===== src/rtl/demux_pkg.sv =====
// Shared types and constants for the 1-to-4 registered demultiplexer.
package demux_pkg;

  localparam int NUM_CH = 4;

  typedef logic [1:0] ch_sel_t;

  localparam ch_sel_t CH1 = 2'b00;
  localparam ch_sel_t CH2 = 2'b01;
  localparam ch_sel_t CH3 = 2'b10;
  localparam ch_sel_t CH4 = 2'b11;

  // One-hot channel strobe for a select code; bit k drives slot k.
  function automatic logic [NUM_CH-1:0] sel_decode(input ch_sel_t sel);
    logic [NUM_CH-1:0] oh;
    oh      = '0;
    oh[sel] = 1'b1;
    return oh;
  endfunction

endpackage


===== src/rtl/demux_if.sv =====
// Input handshake, four channel outputs and debug counters of the demultiplexer.
interface demux_if
  import demux_pkg::*;
#(
  parameter int WIDTH = 4,
  parameter int CNT_W = 8
);

  logic [WIDTH-1:0]  in_data;
  ch_sel_t           in_sel;
  logic              in_valid;
  logic              in_ready;
  logic [WIDTH-1:0]  out1;
  logic [WIDTH-1:0]  out2;
  logic [WIDTH-1:0]  out3;
  logic [WIDTH-1:0]  out4;
  logic [NUM_CH-1:0] out_valid;
  logic [NUM_CH-1:0] out_ready;
  logic [CNT_W-1:0]  xfer_cnt1;
  logic [CNT_W-1:0]  xfer_cnt2;
  logic [CNT_W-1:0]  xfer_cnt3;
  logic [CNT_W-1:0]  xfer_cnt4;

  // master: producer plus channel consumers; slave: the demultiplexer itself
  modport master (
    output in_data, in_sel, in_valid, out_ready,
    input  in_ready, out1, out2, out3, out4, out_valid,
    input  xfer_cnt1, xfer_cnt2, xfer_cnt3, xfer_cnt4
  );

  modport slave (
    input  in_data, in_sel, in_valid, out_ready,
    output in_ready, out1, out2, out3, out4, out_valid,
    output xfer_cnt1, xfer_cnt2, xfer_cnt3, xfer_cnt4
  );

endinterface


===== src/rtl/demux_slot.sv =====
// One-entry holding register with valid/ready drain side and a wrapping
// count of words handed to the consumer.
module demux_slot #(
  parameter int WIDTH = 4,
  parameter int CNT_W = 8
) (
  input  logic             clk,
  input  logic             rst_n,
  input  logic             load,
  input  logic [WIDTH-1:0] load_data,
  input  logic             drain_ready,
  output logic [WIDTH-1:0] data,
  output logic             valid,
  output logic [CNT_W-1:0] cnt
);

  logic [WIDTH-1:0] data_reg, data_next;
  logic             valid_reg, valid_next;
  logic [CNT_W-1:0] cnt_reg, cnt_next;
  logic             drain;

  // A load on the same edge as a drain wins the valid bit, so the slot
  // stays full; the counter still records the word that left.
  always_comb begin
    drain      = valid_reg && drain_ready;
    data_next  = data_reg;
    valid_next = valid_reg && !drain;
    cnt_next   = cnt_reg + CNT_W'(drain);
    if (load) begin
      data_next  = load_data;
      valid_next = 1'b1;
    end
  end

  always_ff @(posedge clk or negedge rst_n) begin
    if (!rst_n) begin
      data_reg  <= '0;
      valid_reg <= 1'b0;
      cnt_reg   <= '0;
    end else begin
      data_reg  <= data_next;
      valid_reg <= valid_next;
      cnt_reg   <= cnt_next;
    end
  end

  assign data  = data_reg;
  assign valid = valid_reg;
  assign cnt   = cnt_reg;

endmodule


===== src/rtl/demultiplexer.sv =====
// 1-to-4 registered demultiplexer: steers each accepted word into the
// holding slot named by in_sel; each slot drains on its own handshake.
module demultiplexer
  import demux_pkg::*;
#(
  parameter int WIDTH = 4,
  parameter int CNT_W = 8
) (
  input  logic    clk,
  input  logic    rst_n,
  demux_if.slave  bus
);

  logic [NUM_CH-1:0] sel_oh;
  logic [NUM_CH-1:0] slot_load;
  logic [NUM_CH-1:0] slot_valid;
  logic [WIDTH-1:0]  slot_data [NUM_CH];
  logic [CNT_W-1:0]  slot_cnt  [NUM_CH];
  logic              in_ready_int;

  // Ready looks only at the addressed slot, so a stalled channel never
  // holds up words bound for the others.
  assign sel_oh       = sel_decode(bus.in_sel);
  assign in_ready_int = !slot_valid[bus.in_sel] || bus.out_ready[bus.in_sel];
  assign slot_load    = (bus.in_valid && in_ready_int) ? sel_oh : '0;

  generate
    for (genvar gi = 0; gi < NUM_CH; gi++) begin : g_slot
      demux_slot #(
        .WIDTH (WIDTH),
        .CNT_W (CNT_W)
      ) u_slot (
        .clk         (clk),
        .rst_n       (rst_n),
        .load        (slot_load[gi]),
        .load_data   (bus.in_data),
        .drain_ready (bus.out_ready[gi]),
        .data        (slot_data[gi]),
        .valid       (slot_valid[gi]),
        .cnt         (slot_cnt[gi])
      );
    end
  endgenerate

  assign bus.in_ready  = in_ready_int;
  assign bus.out_valid = slot_valid;
  assign bus.out1      = slot_data[CH1];
  assign bus.out2      = slot_data[CH2];
  assign bus.out3      = slot_data[CH3];
  assign bus.out4      = slot_data[CH4];
  assign bus.xfer_cnt1 = slot_cnt[CH1];
  assign bus.xfer_cnt2 = slot_cnt[CH2];
  assign bus.xfer_cnt3 = slot_cnt[CH3];
  assign bus.xfer_cnt4 = slot_cnt[CH4];

endmodule


===== src/flat_wrapper.sv =====
// flat-port wrapper written by rule: the top's interface ports become plain ports
module demultiplexer_flat import demux_pkg::*;
#(
  parameter int WIDTH = 4,
  parameter int CNT_W = 8
)
  (clk, rst_n, bus_in_data, bus_in_sel, bus_in_valid, bus_out_ready, bus_in_ready, bus_out1, bus_out2, bus_out3, bus_out4, bus_out_valid, bus_xfer_cnt1, bus_xfer_cnt2, bus_xfer_cnt3, bus_xfer_cnt4);
  demux_if #(.WIDTH(WIDTH), .CNT_W(CNT_W)) bus_i ();
  input  logic clk;
  input  logic rst_n;
  input wire logic [$bits(bus_i.in_data)-1:0] bus_in_data;
  input wire logic [$bits(bus_i.in_sel)-1:0] bus_in_sel;
  input wire logic [$bits(bus_i.in_valid)-1:0] bus_in_valid;
  input wire logic [$bits(bus_i.out_ready)-1:0] bus_out_ready;
  output wire logic [$bits(bus_i.in_ready)-1:0] bus_in_ready;
  output wire logic [$bits(bus_i.out1)-1:0] bus_out1;
  output wire logic [$bits(bus_i.out2)-1:0] bus_out2;
  output wire logic [$bits(bus_i.out3)-1:0] bus_out3;
  output wire logic [$bits(bus_i.out4)-1:0] bus_out4;
  output wire logic [$bits(bus_i.out_valid)-1:0] bus_out_valid;
  output wire logic [$bits(bus_i.xfer_cnt1)-1:0] bus_xfer_cnt1;
  output wire logic [$bits(bus_i.xfer_cnt2)-1:0] bus_xfer_cnt2;
  output wire logic [$bits(bus_i.xfer_cnt3)-1:0] bus_xfer_cnt3;
  output wire logic [$bits(bus_i.xfer_cnt4)-1:0] bus_xfer_cnt4;
  assign bus_i.in_data = bus_in_data;
  assign bus_i.in_sel = bus_in_sel;
  assign bus_i.in_valid = bus_in_valid;
  assign bus_i.out_ready = bus_out_ready;
  assign bus_in_ready = bus_i.in_ready;
  assign bus_out1 = bus_i.out1;
  assign bus_out2 = bus_i.out2;
  assign bus_out3 = bus_i.out3;
  assign bus_out4 = bus_i.out4;
  assign bus_out_valid = bus_i.out_valid;
  assign bus_xfer_cnt1 = bus_i.xfer_cnt1;
  assign bus_xfer_cnt2 = bus_i.xfer_cnt2;
  assign bus_xfer_cnt3 = bus_i.xfer_cnt3;
  assign bus_xfer_cnt4 = bus_i.xfer_cnt4;
  demultiplexer #(.WIDTH(WIDTH), .CNT_W(CNT_W)) u_core (.clk(clk), .rst_n(rst_n), .bus(bus_i));
endmodule

===== config.mk =====
export PLATFORM = sky130hd
export DESIGN_NAME = demultiplexer_flat
export DESIGN_NICKNAME = d
export VERILOG_FILES = /design/src/rtl/demux_pkg.sv /design/src/rtl/demux_if.sv /design/src/rtl/demux_slot.sv /design/src/rtl/demultiplexer.sv /design/src/flat_wrapper.sv
export SDC_FILE = /design/constraint.sdc
export NUM_CORES = 1
export LEC_CHECK = 0
export BUFFER_PORTS_ARGS = -buffer_cell sky130_fd_sc_hd__clkbuf_2
export CAP_MARGIN = 40
export CORE_ASPECT_RATIO = 0.9
export CORE_MARGIN = 2
export CORE_UTILIZATION = 54
export DETAILED_ROUTE_END_ITERATION = 6
export PLACE_DENSITY = 0.8
export RECOVER_POWER = 100
export SLEW_MARGIN = 15
export SYNTH_ARGS = -nofsm -noshare
export SYNTH_HDL_FRONTEND = slang
export SYNTH_SLANG_ARGS = --single-unit

===== constraint.sdc =====
create_clock -name clk -period 4.2 [get_ports clk]
set_input_delay 0.21 -clock clk [delete_from_list [all_inputs] [get_ports clk]]
set_output_delay 0.21 -clock clk [all_outputs]
set_load 0.03 [all_outputs]

==> After elaboration in Yosys (flattened, before gate mapping) <==
Index checks and enable logic that the tools add are counted.
{ "classes": {"mux": 11, "magnitude_cmp": 2, "add_sub_neg": 4, "reduce_logical": 16} }
{ "op_table": {"columns": ["cell", "n"], "rows": [
  ["8-bit by 1-bit adder with 8-bit output", 4],
  ["1-bit logical AND", 10],
  ["1-bit 2-to-1 mux", 7],
  ["1-bit zero test", 5],
  ["1-bit binary-select mux with 2-bit select", 2],
  ["4-bit 2-to-1 mux", 1],
  ["2-bit by 3-bit less-than comparator with 1-bit output (second input constant)", 1],
  ["1-bit demux with 2-bit select", 1],
  ["2-bit by 1-bit greater-or-equal comparator with 1-bit output (second input constant)", 1],
  ["1-bit logical OR", 1]
]} }
{ "word_totals": {"inputBits": 13, "out_inout_bits": 53, "elab_cells": 45, "ff_bits": 52} }

==> Longest topological paths before layout <==
Gate-level depths: netlist (run 1).
{ "depth": {"word_depth": 7, "depth_mapped": 6, "ltp_nobuf": 6} }

==> Hierarchy <==
Synthesis (run 1) repeated with hierarchy kept, for this count alone.
{ "unflattened": {"hier_cells": 153, "area_unflattened_um2": 2153.3} }
{ "modules_own_cells": {"columns": ["mod", "area_per_inst_um2", "n_inst", "cells_per_inst", "seq_area_each_um2"], "rows": [
  ["demux_slot", 513.0, 4, 36, 325.3],
  ["demultiplexer", 101.3, 1, 9, 0.0]
]} }

==> Least setup slack after synthesis (run 1) <==
Ideal clock, no wire load.
{ "synth_timing": {"path_type": "flip-flop to flip-flop", "from": "reg u_core.g_slot[1].u_slot.cnt_reg[0]", "to": "reg u_core.g_slot[1].u_slot.cnt_reg[6]", "period_less_slack_ns": 1.448, "setup_time_ns": 0.133, "arrival_ns": 1.315, "slack_ns": 2.752, "path_stages_with_launch": 6, "n_path_buf": 0, "required_time_ns": 4.067, "path_cell_list": "dfrtp_1 ha_1 ha_1 and3_1 nand3_1 xnor2_1"} }
{ "synth_between": {"elab_chain_len": 1} }
{ "synth_lines": {"columns": ["item", "line_no", "rtl"], "rows": [
  ["start, declared", "demux_slot.sv:19", "logic [CNT_W-1:0] cnt_reg, cnt_next;"],
  ["start signal, assigned", "demux_slot.sv:43", "cnt_reg <= cnt_next;"],
  ["8-bit by 1-bit adder with 8-bit output", "demux_slot.sv:28", "cnt_next = cnt_reg + CNT_W'(drain);"],
  ["via u_core.g_slot[1].u_slot.cnt_next[6]", "demux_slot.sv:19", null]
]} }
The timed path passes the listed nets, and every way through them passes these cells.
A chain may end at the register's enable or synchronous reset.

==> PnR_summary.wiki, run 1 <==
{| class="wikitable"
! Metric !! Value
|-
| Status || finished, violations left
|-
| Violated checks || max-capacitance violations, max-slew violations
|-
| Row cnt || 21
|-
| Total Nets Final || 250
|-
| Post-synthesis sequential element count || 52
|-
| Total die area || 4510 sq um
|-
| Hold Crit Endpoint || u_core.g_slot[1].u_slot.valid
|-
| Number of synthesis warnings || 0
|-
| Setup clock skew after layout || 6.43 ps
|-
| Leak pwr || 1.17 nW
|-
| Maximum root-to-sink buffer count || 2
|-
| Reg-to-reg slack, setup || 2630 ps
|-
| IO Count || 66
|-
| Hold Path Stages || 2
|-
| Total clock buffers created by CTS || 5
|-
| Crit-path leading delay family || buffers and inverters
|-
| Total global routing track utilization || 18.4%
|-
| # DRC || 0
|-
| Arrival time worst endpoint || 2140 ps
|-
| Worst slack, placed || 2770 ps
|-
| Avg Synthesized Cell Area || 13.5 sq um
|-
| Detailed Route Iter0 Violations || 66
|-
| Max capacitance violation total || 1
|-
| Hold WC Path Type || input pin to flip-flop
|-
| Post-Synthesis Net Count || 181
|-
| Util after Layout || 66.3%
|-
| Number of hold violations in the final report || 0
|-
| Tightest Pin Transition || 2600 ps
|-
| Hold_sp || bus_in_sel[1]
|-
| Via count of the first global-routing pass || 1,461
|-
| Slew Limit Headroom || -73.0%
|-
| Largest stage delay on the critical path || 1830 ps
|-
| Layout Cell Area excl Fill || 2510 sq um
|-
| Flip-flop count of the largest register, all copies and words added || 32
|-
| Clock input transition at the sequential cells of the worst setup and hold paths || 80 ps
|-
| Vertical extent of the die || 63.9 um
|-
| Hold Buf Count CTS || 0
|-
| Post-layout minimum cycle time || 2280 ps
|-
| Clock latency on the worst-skew pair || 300 ps
|-
| Detailed Route WL || 3710 um
|-
| Kind of end point of the critical path || asynchronous set/reset pin
|-
| Maximum number of pins on one net before global-route repair || 53
|-
| Number of buffers added on ports || 65
|-
| Cell at the root of the clock tree || sky130_fd_sc_hd__clkbuf_8
|-
| Final Worst Setup Slack || 1920 ps
|-
| Fill cell instance count of the final layout || 335
|-
| Dpl hpwl || 2820 um
|-
| Total of endpoints with negative setup slack in the final report || 0
|-
| Share of final-layout standard cells stronger than drive strength 1 || 15.2%
|-
| # diodes || 0
|-
| Worst Path Buf+Inv || 2
|-
| Routability-driven placement congestion ratio || 0.837
|-
| Avg WL per Cell || 13.4 um
|-
| Period Utilization, post-route || 54.4%
|-
| Crit path launch type || input pin
|-
| Post-Syn Area || 2150 sq um
|-
| Starting density of the core || 56.9%
|-
| Synth unique cells || 21
|-
| CTS tree || built
|-
| Crit path max fanout || 52
|-
| Vias post-DR || 1,384
|-
| Endpoint of the worst-slack reg-to-reg timing path || u_core.g_slot[2].u_slot.data[3]
|-
| Proportion of synthesized chip area in sequential cells || 60.5%
|-
| Number of clock sinks || 52
|-
| First-pass GRT wire length || 6410 um
|-
| Leading post-synthesis cells by cell area || sky130_fd_sc_hd__dfrtp_1 (60%), sky130_fd_sc_hd__mux2_2 (8.4%), sky130_fd_sc_hd__xor2_1 (5.7%), sky130_fd_sc_hd__ha_1 (4.7%), sky130_fd_sc_hd__xnor2_1 (4.5%)
|-
| Width of the die || 70.5 um
|-
| Post-Route Hold Slack || 174 ps
|-
| Crit path kind || input pin to asynchronous set/reset pin
|-
| Share of the synthesized area in the top cell type || 60.5%
|-
| Antenna violations before repair || 0
|-
| Area of the core || 3780 sq um
|-
| Area post-placement || 2510 sq um
|-
| Unrepaired setup endpoints after global routing || false
|-
| Highest Clock Rate || 438 MHz
|-
| Final Slew Violations || 53
|-
| Startpoint of the lowest-slack register-to-register path || u_core.g_slot[2].u_slot.valid
|-
| Post-detailed-route via-to-cell ratio || 5.01
|-
| Number of instances resized during post-cts repair || 0
|-
| Total grt overflow || 0
|-
| Post-CTS setup buffer count || 0
|-
| Master of the slowest instance on the critical path || sky130_fd_sc_hd__clkbuf_1
|-
| Synthesis-to-finish area growth || 16.5%
|-
| Area leader, netlist || sky130_fd_sc_hd__dfrtp_1
|-
| Final total negative setup slack || 0 ps
|-
| Power per cell area || 581 nW/um^2
|-
| Maximum vdd ir drop || 0.343 mV
|-
| H-tree level count || 2
|-
| Cell count after synthesis || 160
|-
| Number of routed nets with antenna violations || 0
|-
| Worst reg2reg path depth || 3
|-
| Detailed-router iteration count before antenna repair || 2
|-
| Worst path required time || 4060 ps
|-
| Chain of cells forming the critical path || clkbuf_2, clkbuf_1
|}
==> synth_stat cells <==
cell type	instances
sky130_fd_sc_hd__and2_1	4
sky130_fd_sc_hd__and3_1	2
sky130_fd_sc_hd__buf_4	4
sky130_fd_sc_hd__dfrtp_1	52
sky130_fd_sc_hd__ha_1	8
sky130_fd_sc_hd__inv_1	1
sky130_fd_sc_hd__mux2_2	16
sky130_fd_sc_hd__mux4_1	1
sky130_fd_sc_hd__nand2_1	12
sky130_fd_sc_hd__nand2_2	1
sky130_fd_sc_hd__nand2b_1	4
sky130_fd_sc_hd__nand3_1	12
sky130_fd_sc_hd__nand4_1	2
sky130_fd_sc_hd__nor2_1	7
sky130_fd_sc_hd__nor2b_2	1
sky130_fd_sc_hd__nor3_1	3
sky130_fd_sc_hd__nor3b_1	1
sky130_fd_sc_hd__nor3b_4	2
sky130_fd_sc_hd__o21ai_0	2
sky130_fd_sc_hd__xnor2_1	11
sky130_fd_sc_hd__xor2_1	14
==> cells in the final DEF, fill, tap and decap left out, types with 2 or more instances in the layout <==
| cell | netlist | layout |
|---|---|---|
| sky130_fd_sc_hd__clkbuf_2 | 0 | 12 |
| sky130_fd_sc_hd__mux2_2 | 16 | 16 |
| sky130_fd_sc_hd__nor2_1 | 7 | 7 |
| sky130_fd_sc_hd__nand2_1 | 12 | 12 |
| sky130_fd_sc_hd__nand3_1 | 12 | 12 |
| sky130_fd_sc_hd__and3_1 | 2 | 2 |
| sky130_fd_sc_hd__dfrtp_1 | 52 | 52 |
| sky130_fd_sc_hd__clkbuf_1 | 0 | 56 |
| sky130_fd_sc_hd__xor2_1 | 14 | 14 |
| sky130_fd_sc_hd__nor3_1 | 3 | 3 |
| sky130_fd_sc_hd__nand4_1 | 2 | 2 |
| sky130_fd_sc_hd__nand2b_1 | 4 | 4 |
| sky130_fd_sc_hd__o21ai_0 | 2 | 2 |
| sky130_fd_sc_hd__xnor2_1 | 11 | 11 |
| sky130_fd_sc_hd__nor3b_1 | 1 | 3 |
| sky130_fd_sc_hd__ha_1 | 8 | 8 |
| sky130_fd_sc_hd__clkbuf_8 | 0 | 6 |
| sky130_fd_sc_hd__and2_0 | 0 | 4 |
==> worst max-delay path by stage <==
| stage | from | end | slack, ps | depth (start not counted) |
|---|---|---|---|---|
| 4_1_cts | u_core.g_slot[2].u_slot.valid | bus_in_ready | 2470 | 3 |
| 6_report | rst_n | u_core.g_slot[0].u_slot.cnt[2] | 1920 | 2 |
| 5_1_grt | rst_n | u_core.g_slot[0].u_slot.cnt[0] | 1290 | 2 |
| 3_3_place_gp | u_core.g_slot[1].u_slot.valid | u_core.g_slot[1].u_slot.cnt[6] | 2820 | 6 |
| 3_5_place_dp | u_core.g_slot[1].u_slot.valid | u_core.g_slot[1].u_slot.cnt[6] | 2770 | 6 |
| 2_1_floorplan | u_core.g_slot[1].u_slot.cnt[0] | u_core.g_slot[1].u_slot.cnt[6] | 2750 | 5 |
==> cell families after synthesis <==
logic type | after synthesis | synth area share (%)
AND/OR/NAND/NOR | 51 | 13.1
flip-flops | 52 | 60.5
AO/OA/AOI/OAI | 2 | 0.465
multiplexers | 17 | 9.59
buffers and inverters | 5 | 1.57
adder cells (fa/ha/maj) | 8 | 4.65
XOR/XNOR | 25 | 10.2
==> power breakdown <==
| part | switching [W] | internal (W) |
|---|---|---|
| logic | 0.000336 | 0.000119 |
| clock network | 0.000145 | 0.000134 |
| registers | 0.000107 | 0.000616 |
| total | 0.000588 | 0.000869 |
==> metal layers <==
layer  part of all wire [%]  global-route usage, %
met5                      0                      0
met4                    1.1                   6.13
met3                    6.1                   6.78
met2                     47                   30.2
met1                     46                   22.7
==> stage by stage <==
step / power (W) / std cells
floorplan: 0.00105 / 160
global placement: 0.00122 / 268
detailed placement: 0.00123 / 268
CTS: 0.00151 / 276
global route: 0.00154 / 276
finish: 0.00146 / 276
==> final cells by class <==
cell class | count | area [sq um] | share of cell area [%]
clock buffers | 8 | 90.1 | 3.59
repair buffers | 66 | 263 | 10.5
flip-flops and latches | 52 | 1300 | 51.9
inverters | 1 | 3.75 | 0.150
multi-input cells | 103 | 792 | 31.6
well taps | 46 | 57.6 | 2.30
Power figures use the tool's default switching activity.
==> run 2: changes to the inputs <==
--- a/config.mk
+++ b/config.mk
@@ -5,13 +5,14 @@
 export SDC_FILE = /design/constraint.sdc
 export NUM_CORES = 1
 export LEC_CHECK = 0
+export ABC_AREA = 1
 export BUFFER_PORTS_ARGS = -buffer_cell sky130_fd_sc_hd__clkbuf_2
 export CAP_MARGIN = 40
 export CORE_ASPECT_RATIO = 0.9
 export CORE_MARGIN = 2
-export CORE_UTILIZATION = 54
+export CORE_UTILIZATION = 51
 export DETAILED_ROUTE_END_ITERATION = 6
-export PLACE_DENSITY = 0.8
+export PLACE_DENSITY = 0.76
 export RECOVER_POWER = 100
 export SLEW_MARGIN = 15
 export SYNTH_ARGS = -nofsm -noshare
==> constraint.sdc (replaced) <==
create_clock -name clk -period 2.3 [get_ports clk]
set_input_delay 0.115 -clock clk [delete_from_list [all_inputs] [get_ports clk]]
set_output_delay 0.115 -clock clk [all_outputs]
set_load 0.03 [all_outputs]
==> PnR_summary.wiki, run 2 <==
{| class="wikitable"
! Metric !! Value
|-
| Crit-path leading delay family || simple AND/OR/NAND/NOR gates (was buffers and inverters)
|-
| Synth unique cells || 22 (was 21)
|-
| Crit path launch type || flip-flop (was input pin)
|-
| Total die area || 5020 sq um (was 4510 sq um)
|-
| Unrepaired setup endpoints after global routing || false (unchanged)
|-
| Avg WL per Cell || 12.5 um (was 13.4 um)
|-
| Placed Cells || 339 (was 268)
|-
| Util after Layout || 59.8% (was 66.3%)
|-
| Synthesis-to-finish area growth || 14.9% (was 16.5%)
|-
| Total of endpoints with negative setup slack in the final report || 0 (unchanged)
|-
| Total global routing track utilization || 18.9% (was 18.4%)
|-
| Master of the slowest instance on the critical path || sky130_fd_sc_hd__dfrtp_1 (was sky130_fd_sc_hd__clkbuf_1)
|-
| Post-detailed-route via-to-cell ratio || 4.82 (was 5.01)
|-
| Largest stage delay on the critical path || 430 ps (was 1830 ps)
|-
| Flip-flop count of the largest register, all copies and words added || 32 (unchanged)
|-
| Area leader, netlist || sky130_fd_sc_hd__dfrtp_1 (unchanged)
|-
| Number of instances resized during post-cts repair || 0 (unchanged)
|-
| Highest Clock Rate || 584 MHz
|-
| Slew Limit Headroom || 40.1% (was -73.0%)
|-
| Chain of cells forming the critical path || nand2_1, nand2_1, nand2_1, nand2_1, nand2_2, clkbuf_1 (was clkbuf_2, clkbuf_1)
|-
| Worst Path Buf+Inv || 1 (was 2)
|-
| Cell-internal power || 0.00159 W (was 0.000869 W)
|-
| Routability-driven placement congestion ratio || 0.774 (was 0.837)
|-
| Max capacitance violation total || 0 (was 1)
|-
| Crit path max fanout || 21 (was 52)
|-
| Logic depth of the worst path, buffers included || 6 (was 2)
|-
| Via count of the first global-routing pass || 1,554 (was 1,461)
|-
| Tightest Pin Transition || 898 ps (was 2600 ps)
|-
| Leading post-synthesis cells by cell area || sky130_fd_sc_hd__dfrtp_1 (57%), sky130_fd_sc_hd__nand2_1 (9.2%), sky130_fd_sc_hd__xor2_1 (5.0%), sky130_fd_sc_hd__nand4_1 (4.7%), sky130_fd_sc_hd__ha_1 (4.4%) (was sky130_fd_sc_hd__dfrtp_1 (60%), sky130_fd_sc_hd__mux2_2 (8.4%), sky130_fd_sc_hd__xor2_1 (5.7%), sky130_fd_sc_hd__ha_1 (4.7%), sky130_fd_sc_hd__xnor2_1 (4.5%))
|-
| IO Count || 66 (unchanged)
|-
| Final Slew Violations || 0 (was 53)
|-
| Endpoint of the worst-slack reg-to-reg timing path || u_core.g_slot[2].u_slot.cnt[6] (was u_core.g_slot[2].u_slot.data[3])
|-
| Cell at the root of the clock tree || sky130_fd_sc_hd__clkbuf_8 (unchanged)
|-
| Crit path kind || flip-flop to output pin (was input pin to asynchronous set/reset pin)
|-
| Commonest non-fill, non-tap cells in the layout || sky130_fd_sc_hd__nand2_1 (56), sky130_fd_sc_hd__clkbuf_1 (56), sky130_fd_sc_hd__dfrtp_1 (52) (was sky130_fd_sc_hd__clkbuf_1 (56), sky130_fd_sc_hd__dfrtp_1 (52), sky130_fd_sc_hd__mux2_2 (16))
|-
| Most used standard cells in the synthesized netlist || sky130_fd_sc_hd__nand2_1 (56), sky130_fd_sc_hd__dfrtp_1 (52), sky130_fd_sc_hd__nand4_1 (17), sky130_fd_sc_hd__nand3_1 (15), sky130_fd_sc_hd__inv_1 (14) (was sky130_fd_sc_hd__dfrtp_1 (52), sky130_fd_sc_hd__mux2_2 (16), sky130_fd_sc_hd__xor2_1 (14), sky130_fd_sc_hd__nand2_1 (12), sky130_fd_sc_hd__nand3_1 (12))
|-
| Row cnt || 23 (was 21)
|-
| First-pass GRT wire length || 7070 um (was 6410 um)
|-
| Clock input transition at the sequential cells of the worst setup and hold paths || 90 ps (was 80 ps)
|-
| Power per cell area || 1060 nW/um^2 (was 581 nW/um^2)
|-
| Cell count after synthesis || 220 (was 160)
|-
| Post-layout minimum cycle time || 1710 ps
|-
| Worst path required time || 2180 ps (was 4060 ps)
|-
| # DRC || 0 (unchanged)
|-
| Sequential power share || 48.2% (was 49.6%)
|-
| Fill cell instance count of the final layout || 426 (was 335)
|-
| Detailed-router iteration count before antenna repair || 4 (was 2)
|-
| Post-route insts no fill || 348 (was 276)
|-
| Net Sw Frac || 42.5% (was 40.4%)
|-
| Post-synthesis sequential element count || 52 (unchanged)
|-
| Total power after layout || 0.00277 W (was 0.00146 W)
|-
| Dpl hpwl || 3350 um (was 2820 um)
|-
| Clock latency on the worst-skew pair || 290 ps (was 300 ps)
|-
| Leak pwr || 1.34 nW (was 1.17 nW)
|-
| Worst reg2reg path depth || 7 (was 3)
|-
| Clk pwr share || 18.7% (was 19.2%)
|-
| Net load switching power || 0.00118 W (was 0.000588 W)
|-
| Period Utilization, post-route || 74.5%
|-
| H-tree level count || 2 (unchanged)
|-
| Reg-to-reg slack, setup || 740 ps (was 2630 ps)
|-
| Setup clock skew after layout || 4.17 ps (was 6.43 ps)
|-
| Number of synthesis warnings || 0 (unchanged)
|-
| Post-Syn Area || 2280 sq um (was 2150 sq um)
|-
| Number of enable-type register cells in the synthesized netlist || 0 (unchanged)
|-
| Detailed Route WL || 4360 um (was 3710 um)
|-
| Total grt overflow || 0 (unchanged)
|-
| Width of the die || 74.4 um (was 70.5 um)
|-
| Relative contribution of combinational cells to total power || 33.1% (was 31.2%)
|-
| Startpoint of the lowest-slack register-to-register path || u_core.g_slot[2].u_slot.valid (unchanged)
|-
| Top FF cell, synth || sky130_fd_sc_hd__dfrtp_1 (unchanged)
|-
| Area of the core || 4370 sq um (was 3780 sq um)
|-
| Vertical extent of the die || 67.4 um (was 63.9 um)
|-
| Antenna violations before repair || 0 (unchanged)
|-
| Number of buffers added on ports || 65 (unchanged)
|-
| Arrival time worst endpoint || 1600 ps (was 2140 ps)
|-
| Count leader, synth || sky130_fd_sc_hd__nand2_1 (was sky130_fd_sc_hd__dfrtp_1)
|-
| Status || finished clean (was finished, violations left)
|-
| Hold WC Path Type || input pin to flip-flop (unchanged)
|-
| Final total negative setup slack || 0 ps (unchanged)
|-
| End point of the critical path || bus_in_ready (was u_core.g_slot[0].u_slot.cnt[2])
|-
| Maximum vdd ir drop || 0.617 mV (was 0.343 mV)
|-
| Starting density of the core || 52.1% (was 56.9%)
|-
| Maximum number of pins on one net before global-route repair || 37 (was 53)
|-
| Most used cell, CP || sky130_fd_sc_hd__nand2_1
|-
| Total Nets Final || 306 (was 250)
|-
| Kind of end point of the critical path || output pin (was asynchronous set/reset pin)
|-
| CP startpoint || u_core.g_slot[0].u_slot.valid (was rst_n)
|-
| # diodes || 0 (unchanged)
|-
| Vias post-DR || 1,679 (was 1,384)
|-
| Detailed Route Iter0 Violations || 53 (was 66)
|-
| Number of clock sinks || 52 (unchanged)
|-
| Area taken by flip-flops and latches || 1300 sq um (unchanged)
|-
| CTS tree || built (unchanged)
|-
| Number of hold violations in the final report || 0 (unchanged)
|-
| Avg Synthesized Cell Area || 10.4 sq um (was 13.5 sq um)
|-
| Total clock buffers created by CTS || 5 (unchanged)
|-
| Maximum root-to-sink buffer count || 2 (unchanged)
|-
| Number of routed nets with antenna violations || 0 (unchanged)
|-
| Combined area of the multi-input logic cells || 817 sq um (was 792 sq um)
|-
| Share of the synthesized area in the top cell type || 57.1% (was 60.5%)
|-
| Async SR Flop Fraction || 100% (unchanged)
|-
| Post-Synthesis Net Count || 241 (was 181)
|-
| Share of final-layout standard cells stronger than drive strength 1 || 7.69% (was 15.2%)
|-
| Proportion of synthesized chip area in sequential cells || 57.1% (was 60.5%)
|}
[run 2: final cells by class]
cell class / count / area share (%)
flip-flops and latches: 52 / 49.7
clock buffers: 8 / 3.44
inverters: 15 / 2.15
repair buffers: 67 / 10.5
well taps: 62 / 2.96
multi-input cells: 144 / 31.2
[run 2: what timing repair did]
item | 4_1_cts | 5_1_grt
endpoints found under the hold margin | 16 | 0
buffers inserted | 0 | 0
hold buffers | 1 | 0
[run 2: logic make-up after synthesis]
logic type | Yosys count | share of synthesized area, %
AO/OA/AOI/OAI | 6 | 1.32
XOR/XNOR | 23 | 8.85
adder cells (fa/ha/maj) | 8 | 4.40
buffers and inverters | 24 | 5.33
flip-flops | 52 | 57.1
AND/OR/NAND/NOR | 107 | 23.0
[run 2: per-layer routing]
layer | global-route usage, % | vias to the layer above | part of all wire, %
li1 | - | 841 | -
met1 | 25.3 | 783 | 47
met2 | 28.9 | 51 | 46
met3 | 5.82 | 4 | 5.8
met4 | 7.37 | 0 | 0.94
met5 | 0 | - | 0
[run 2: how the worst min path moves through the flow]
stage / cells past startpoint / slack [ps] / startpoint / end
finish: 2 / 30 / bus_out_ready[1] / u_core.g_slot[1].u_slot.valid
global route: 2 / 30 / bus_out_ready[2] / u_core.g_slot[2].u_slot.valid
CTS: 2 / 20 / bus_out_ready[1] / u_core.g_slot[1].u_slot.valid
detailed placement: 1 / 70 / rst_n / u_core.g_slot[1].u_slot.cnt[5]
global placement: 1 / 60 / rst_n / u_core.g_slot[1].u_slot.cnt[7]
floorplan: 0 / -180 / rst_n / u_core.g_slot[0].u_slot.cnt[0]
[run 2: per-stage QoR]
stage / instance area [sq um] / setup slack [ps] / hold WS [ps]
floorplan: 2280 / 829 / -181
global placement: 2620 / 807 / 62.3
detailed placement: 2620 / 708 / 73.0
CTS: 2720 / 589 / 21.0
global route: 2620 / 458 / 33.1
finish: 2620 / 587 / 27.8
[run 2: worst register-to-register path, cell delays in order (launching register included)]
cell and delay (ps):
sky130_fd_sc_hd__dfrtp_1 410, sky130_fd_sc_hd__nand2_1 90, sky130_fd_sc_hd__inv_1 80, sky130_fd_sc_hd__ha_1 160, sky130_fd_sc_hd__nand2_1 70, sky130_fd_sc_hd__nor3_1 340
sky130_fd_sc_hd__nand2_1 130, sky130_fd_sc_hd__xnor2_1 160
[run 2: power groups by stage]
stage                     clock (W)  sequential [W]  combinational [W]
after global routing       0.000587         0.00137           0.000991
after global placement            0         0.00134           0.000964
after CTS                  0.000534         0.00134           0.000991
after floorplan                   0         0.00176           0.000248
after detailed placement          0         0.00135           0.000989
final                      0.000518         0.00133           0.000914
